[src/rtl/bus_pkg.sv]
// Shared types and constants for the bus decoder: FSM states, region tags,
// default wait states and a helper that maps a region to its select index.
package bus_pkg;

  typedef enum logic [1:0] {
    ST_IDLE   = 2'd0,
    ST_ACCESS = 2'd1,
    ST_WAIT   = 2'd2,
    ST_DONE   = 2'd3
  } state_t;

  typedef enum logic [2:0] {
    REG0     = 3'd0,
    REG1     = 3'd1,
    REG2     = 3'd2,
    REG3     = 3'd3,
    REG_NONE = 3'd4
  } region_t;

  localparam int NUM_REGIONS = 4;

  // Upper address nibble that selects each region.
  localparam logic [3:0] TAG_REG0 = 4'h0;
  localparam logic [3:0] TAG_REG1 = 4'h1;
  localparam logic [3:0] TAG_REG2 = 4'h2;
  localparam logic [3:0] TAG_REG3 = 4'h3;

  localparam int DEF_WAIT0 = 0;
  localparam int DEF_WAIT1 = 1;
  localparam int DEF_WAIT2 = 2;
  localparam int DEF_WAIT3 = 4;

  // Region to rdsel/cs index; REG_NONE never reaches a select, so it maps to 0.
  function automatic logic [1:0] region_idx(input region_t r);
    case (r)
      REG1:    region_idx = 2'd1;
      REG2:    region_idx = 2'd2;
      REG3:    region_idx = 2'd3;
      default: region_idx = 2'd0;
    endcase
  endfunction

endpackage

[src/rtl/bus_region_decode.sv]
// Combinational address-tag decoder: upper address nibble -> region and mapped flag.
module bus_region_decode
  import bus_pkg::*;
(
  input  logic [3:0] tag,
  output region_t    region,
  output logic       mapped
);

  // Compare the tag against each region's constant; anything else is unmapped.
  always_comb begin
    case (tag)
      TAG_REG0: region = REG0;
      TAG_REG1: region = REG1;
      TAG_REG2: region = REG2;
      TAG_REG3: region = REG3;
      default:  region = REG_NONE;
    endcase
    mapped = (region != REG_NONE);
  end

endmodule

[src/rtl/bus_decoder.sv]
// Single-requester bus decoder: accepts a transfer in IDLE, drives a one-hot
// peripheral select for one ACCESS cycle plus per-region wait states, then
// pulses ready for one cycle. Unmapped addresses complete at once with err.
module bus_decoder
  import bus_pkg::*;
#(
  parameter int WIDTH = 32,
  parameter int WAIT0 = DEF_WAIT0,
  parameter int WAIT1 = DEF_WAIT1,
  parameter int WAIT2 = DEF_WAIT2,
  parameter int WAIT3 = DEF_WAIT3
) (
  input  logic             clk,
  input  logic             rst_n,
  input  logic             req,
  input  logic             we,
  input  logic [WIDTH-1:0] addr,
  input  logic [WIDTH-1:0] wdata,
  input  logic [WIDTH-1:0] readData,
  output logic [3:0]       cs,
  output logic [3:0]       wen,
  output logic [WIDTH-1:0] paddr,
  output logic [WIDTH-1:0] pwdata,
  output logic [1:0]       rdsel,
  output logic             ready,
  output logic             err,
  output logic [WIDTH-1:0] rdata
);

  localparam logic [3:0] WAIT_TAB [NUM_REGIONS] = '{4'(WAIT0), 4'(WAIT1), 4'(WAIT2), 4'(WAIT3)};

  state_t           state_reg, state_next;
  logic [3:0]       cnt_reg, cnt_next;
  logic             we_reg;
  logic             mapped_reg;
  logic [1:0]       rdsel_reg;
  logic [WIDTH-1:0] paddr_reg;
  logic [WIDTH-1:0] pwdata_reg;

  region_t          dec_region;
  logic             dec_mapped;
  logic             accept;
  logic [3:0]       wait_sel;

  bus_region_decode u_decode (
    .tag    (addr[WIDTH-1 -: 4]),
    .region (dec_region),
    .mapped (dec_mapped)
  );

  assign accept   = (state_reg == ST_IDLE) && req;
  assign wait_sel = WAIT_TAB[rdsel_reg];

  // Next-state and wait-counter logic; only IDLE looks at req.
  always_comb begin
    state_next = state_reg;
    cnt_next   = cnt_reg;
    case (state_reg)
      ST_IDLE: begin
        if (req) state_next = dec_mapped ? ST_ACCESS : ST_DONE;
      end
      ST_ACCESS: begin
        cnt_next   = wait_sel;
        state_next = (wait_sel != 4'd0) ? ST_WAIT : ST_DONE;
      end
      ST_WAIT: begin
        cnt_next = cnt_reg - 4'd1;
        // Leave when the count goes 1 -> 0; a zero count exits defensively.
        if (cnt_reg <= 4'd1) state_next = ST_DONE;
      end
      default: begin
        state_next = ST_IDLE;
      end
    endcase
  end

  // State, counter and transfer latches; rdsel only moves on a mapped accept.
  always_ff @(posedge clk) begin
    if (!rst_n) begin
      state_reg  <= ST_IDLE;
      cnt_reg    <= 4'd0;
      we_reg     <= 1'b0;
      mapped_reg <= 1'b0;
      rdsel_reg  <= 2'd0;
      paddr_reg  <= '0;
      pwdata_reg <= '0;
    end else begin
      state_reg <= state_next;
      cnt_reg   <= cnt_next;
      if (accept) begin
        paddr_reg  <= addr;
        pwdata_reg <= wdata;
        we_reg     <= we;
        mapped_reg <= dec_mapped;
        if (dec_mapped) rdsel_reg <= region_idx(dec_region);
      end
    end
  end

  // One-hot select and write strobe per region, decoded from the latched index.
  generate
    for (genvar gi = 0; gi < NUM_REGIONS; gi++) begin : g_sel
      assign cs[gi]  = ((state_reg == ST_ACCESS) || (state_reg == ST_WAIT)) &&
                       (rdsel_reg == 2'(gi));
      assign wen[gi] = (state_reg == ST_ACCESS) && we_reg && (rdsel_reg == 2'(gi));
    end
  endgenerate

  assign ready  = (state_reg == ST_DONE);
  assign err    = (state_reg == ST_DONE) && !mapped_reg;
  assign rdata  = ((state_reg == ST_DONE) && mapped_reg && !we_reg) ? readData : '0;
  assign paddr  = paddr_reg;
  assign pwdata = pwdata_reg;
  assign rdsel  = rdsel_reg;

endmodule

[config.mk]
export PLATFORM = sky130hd
export DESIGN_NAME = bus_decoder
export DESIGN_NICKNAME = d
export VERILOG_FILES = /design/src/rtl/bus_pkg.sv /design/src/rtl/bus_region_decode.sv /design/src/rtl/bus_decoder.sv
export SDC_FILE = /design/constraint.sdc
export NUM_CORES = 1
export LEC_CHECK = 0
export ABC_AREA = 1
export CAP_MARGIN = 10
export CORE_AREA = 3 3 75 130
export CTS_CLUSTER_DIAMETER = 150
export DETAILED_ROUTE_END_ITERATION = 12
export DIE_AREA = 0 0 78 133
export PLACE_DENSITY = 0.79
export SYNTH_ARGS = -nofsm -noshare
export SYNTH_HDL_FRONTEND = slang
export SYNTH_SLANG_ARGS = --single-unit
[constraint.sdc]
create_clock -name clk -period 1.9 [get_ports clk]
set_clock_uncertainty 0.15 [all_clocks]
set_input_delay 0.475 -clock clk [delete_from_list [all_inputs] [get_ports clk]]
set_output_delay 0.475 -clock clk [all_outputs]
set_load 0.005 [all_outputs]
After elaboration in Yosys (flattened, before gate mapping)
Index checks and enable logic that the tools add are counted.
Widths: inputs -> output; s select.
- reduce and logical (&&, ||, !) cells: 23
- add/subtract/negate cells: 1
- bitwise operators: 1
- equal/unequal tests: 15
- multiplexer cells: 12
- $lt $le $gt $ge: 2
- operator list (cell ; count):
    $mux 32 ; 1
    $logic_and 1x1->1 ; 13
    $pmux 2 s3 ; 2
    $pmux 3 s4 ; 1
    $bmux 4 s2 ; 1
    $eq 2x2->1 const B ; 4
    $eq 4x2->1 const B ; 2
    $mux 4 ; 2
    $pmux 4 s2 ; 1
    $eq 3x2->1 const B ; 2
    $mux 2 ; 3
    $eq 2x1->1 const B ; 2
    $eq 4x1->1 const B ; 1
    $le 4x1->1 const B ; 1
    $logic_not 2->1 ; 2
    $logic_not 4->1 ; 1
    $ne 2x2->1 const B ; 2
    $reduce_and 2->1 ; 2
    $reduce_bool 4->1 ; 1
    $sub 4x1->4 const B ; 1
    $eq 3x1->1 const B ; 1
    $ge 3x3->1 const B ; 1
    $ne 3x3->1 const B ; 1
    $not 2->3 ; 1
    other kinds (4) ; 5
- logic and storage cells: 61
- register bits after elaboration: 74

Logic depth before layout (Yosys ltp)
- depth after elaboration: 7
- mapped depth: 8

Cells and area by module
From an unflattened synthesis, not the netlist that was laid out.
- cell total of the unflattened synthesis: 451
- area total of the unflattened synthesis: 3128.0 um^2
- by module, submodules not included (module ; area an instance (um^2) ; sequential area each (um^2) ; instances ; cells each):
    bus_decoder ; 3090.5 ; 1481.4 ; 1 ; 443
    bus_region_decode ; 37.5 ; 0.0 ; 1 ; 8

Worst setup path after synthesis
No wires, ideal clock.
- path type: register to output
- from: register state_reg[0]
- to: output port rdata[10]
- arrival time: 1005 ps
- setup slack: 270 ps
- cell stages (with the launch flop): 5
- required time: 1275 ps
- cells stage by stage: dfxtp_1 ha_1 nand3_1 buf_2 nor2_1
- word-level cells in the longest chain between the ends: 4
- ends and longest elaborated chain (what ; line ; RTL):
    from (decl) ; bus_decoder.sv:32 ; state_t state_reg, state_next;
    from (signal assigned) ; bus_decoder.sv:88 ; state_reg <= state_next;
    $eq 2x2->1 ; -- ;
    named net ready ; bus_decoder.sv:25 ; output logic ready,
    $logic_and 1x1->1 (2 in series) ; bus_decoder.sv:111 ; assign rdata = ((state_reg == ST_DONE) && mapped_reg && !we_reg) ? readData : '0;
    $mux 32 ; bus_decoder.sv:111 ;
    to (decl) ; bus_decoder.sv:27 ; output logic [WIDTH-1:0] rdata
The timed path passes the listed nets, and every way through them passes these cells.

Worst setup path in the final report
- from: register state_reg[0]
- to: output port rdata[10]
- word-level cells in the longest chain between the ends: 4
- ends and longest elaborated chain (what ; line):
    $eq 2x2->1 ; bus_decoder.sv:111
    $logic_and 1x1->1 (2 in series) ; bus_decoder.sv:111
    $mux 32 ; bus_decoder.sv:111
Every way passes these cells.

==> metrics.md <==
| Metric | Value |
|---|---|
| Core Rows | `45` |
| I/O Pins | `208` |
| Status | `finished, violations left` |
| Number of max-cap violations | `0` |
| TritonCTS clock tree | `yes` |
| Dpl ws | `-0.477 ns` |
| All-Layer GR Usage | `between 20% and 30%` |
| Worst-Margin Slew | `0.340 ns` |
| Final Instance Count excl. Fillers | `786` |
| Tmin final | `approximately 2.1 ns` |
| Post-Syn Instances | `roughly 440` |
| Clock transition at the registers of the reported paths | `0.05 ns` |
| Root buffer cell | `clkbuf_16` |
| Final Max Slew Viols | `0` |
| Hold Path Depth | `2` |
| Htree depth | `3` |
| Post-synthesis sequential area ratio | `47.2%` |
| Setup-failing EPs final | `40` |
| Final Hold Fails | `0` |
| Slew headroom | `77.3%` |
| Hold path startpoint | `paddr[28]` |
| Starting Density | `approximately 36%` |
| Fin crit share | `109%` |
| Startpoint types | `register` |
| Die Span X | `78 um` |
| Mapped Nets | `roughly 550` |
| Post-route cell area | `5920 sq um` |
| R2r startpoint | `state_reg[1]` |
| Final HPWL DP | `8260 um` |
| Clock buffer count from CTS | `9` |
| Post-CTS Hold Fix Bufs | `0` |
| Area after DPL | `5350 sq um` |
| Clock Latency Late Sink | `0.32 ns` |
| Drt via density | `between 4 and 5` |
| Layout area overhead | `88.9%` |
| Crit. End Element | `output port` |
| Yosys warns | `0` |
| Setup_tns | `-4.56 ns` |
| Failing checks | `setup timing` |
| Largest net degree at the start of global routing | `46` |
| Setup ws final | `-0.163 ns` |
| Placed cells | `755` |
| Pre-antenna DRT Iters | `4` |
| Detail Route Antenna Nets | `0` |
| Seq cells post-synth | `74` |
| Initial antenna violation count | `0` |
| Fmax | `a little under 0.5 GHz` |
| Grt ovf | `0` |
| Crit Path Category | `reg -> out` |
| Max VDD drop | `807 uV` |
| Min-Delay Path Class | `reg -> reg` |
| CP required | `1.27 ns` |
| Unrepaired setup endpoints after global routing | `true` |
| Port Buffers | `roughly 210` |
| Nets | `between 700 and 800` |
| Ant diodes | `0` |
| Worst EP arrival | `1.44 ns` |
| Final Util | `67.5%` |
| Yosys cell types | `22` |
| Die area | `10400 sq um` |
| Most frequent cells in the layout | `162 x clkdlybuf4s50_1, 143 x nor2_1, 71 x dfxtp_1, 57 x o21ai_0, 44 x inv_1` |
| Vias in the first global route | `between 3000 and 4000` |
| Leak | `roughly 2.6 nW` |
| Fraction of layout cells with a size suffix above 1 | `20.0%` |
| Flop2flop setup slack | `between 0.1 and 0.15 ns` |
| Routability Congestion | `0.857` |
| # clock sinks | `74` |
| Routed wire per std cell | `between 10 and 15 um` |
| Power Total | `6.75 mW` |
| Max Root-Sink Buffers | `2` |
| Drc violations | `0` |
| Vias | `3682` |
| First-pass GRT wire length | `17200 um` |
| Critical R2R Capture | `cnt_reg[3]` |
| Mapped Area | `3140 sq um` |
| Commonest non-fill, non-tap cell in the layout | `clkdlybuf4s50_1` |
| Hold Slack | `0.313 ns` |
| Die height | `133 um` |
| Power Dens Cells | `roughly 1100 nW/um^2` |
| Crit Path Max Fanout | `8` |
| R2r worst-path depth | `10` |
| DR iter-0 viols | `between 100 and 150` |
| Syn_area_per_cell | `7.15 sq um` |
| Total wire length | `11600 um` |
| Hold Path End | `paddr[28]` |
| Placeable Area | `~8800 sq um` |
[per-layer routing]
layer	global-route usage (%)	up-vias	wire length, um
met5	0	-	0
met3	8.99	32	1230
met4	10.7	0	448
li1	-	1810	-
met2	39.4	183	6180
met1	17.6	1657	3710
[where the power goes]
part / switching (mW) / internal [mW] / total, mW / leakage (nW)
Sequential: 0.233 / 1.98 / 2.21 / 0.613
Clock: 0.623 / 1.05 / 1.68 / 0.143
Combinational: 1.31 / 1.55 / 2.87 / 1.82
Total: 2.17 / 4.58 / 6.75 / 2.58
[final cells by class]
type / instances / area (sq um)
timing repair buffer: 239 / 2260
inverter: 49 / 194
tap: 117 / 146
clock buffer: 12 / 246
fill: 707 / 2860
clock inverter: 4 / 51.3
multi-input combinational: 291 / 1530
sequential: 74 / 1490
[critical path: stages (launching register included)]
cell and delay (ns):
dfxtp_4 0.36, ha_4 0.15, nand3_4 0.10, buf_12 0.15, buf_12 0.15, nor2_2 0.09, buf_2 0.12
[cell usage after synthesis]
cell,count,area (sq um)
nand3_1,6,30.0
nand2_1,17,63.8
clkbuf_1,5,18.8
a21oi_1,14,70.1
o21a_1,1,7.51
nand4_1,2,12.5
o21ai_1,10,50.1
inv_2,2,7.51
inv_1,47,176
buf_8,3,45.0
ha_1,6,75.1
nand2_2,1,6.26
clkbuf_2,1,5.00
dfxtp_1,74,1480
nand3b_1,1,7.51
o21ai_0,57,285
buf_6,7,78.8
buf_2,8,40.0
a211oi_1,1,7.51
nor2_1,174,653
o211ai_1,1,7.51
buf_4,1,7.51
[what timing repair did]
| action | 4_1_cts | 5_1_grt |
|---|---|---|
| endpoints found under the setup margin | 44 | 41 |
| buffers inserted | 8 | 7 |
| pin swaps | 9 | 9 |
| gates cloned | 2 | 0 |
| gates resized for setup | 205 | 61 |
[logic make-up (layout without fill, tap and decap cells)]
kind of cell               count (synthesis)  count (layout)  share of synthesized area, %
and+or+nand+nor                          201             201                          24.7
AOI/OAI and AO/OA                         84              84                          13.6
DFF                                       74              74                          47.2
buffers and inverters                     74             304                          12.1
adders and majority gates                  6               6                          2.39
[worst max-delay path by stage]
| stage | slack (ns) | end | start | cells after the start |
|---|---|---|---|---|
| floorplan | 0.27 | rdata[10] | state_reg[0] | 4 |
| global placement | -0.46 | rdata[27] | readData[27] | 4 |
| detailed placement | -0.48 | rdata[27] | readData[27] | 4 |
| CTS | -0.17 | rdata[14] | state_reg[1] | 6 |
| global route | -0.21 | rdata[20] | state_reg[0] | 6 |
| finish | -0.16 | rdata[10] | state_reg[0] | 6 |
(Power assumes the default switching activity.)
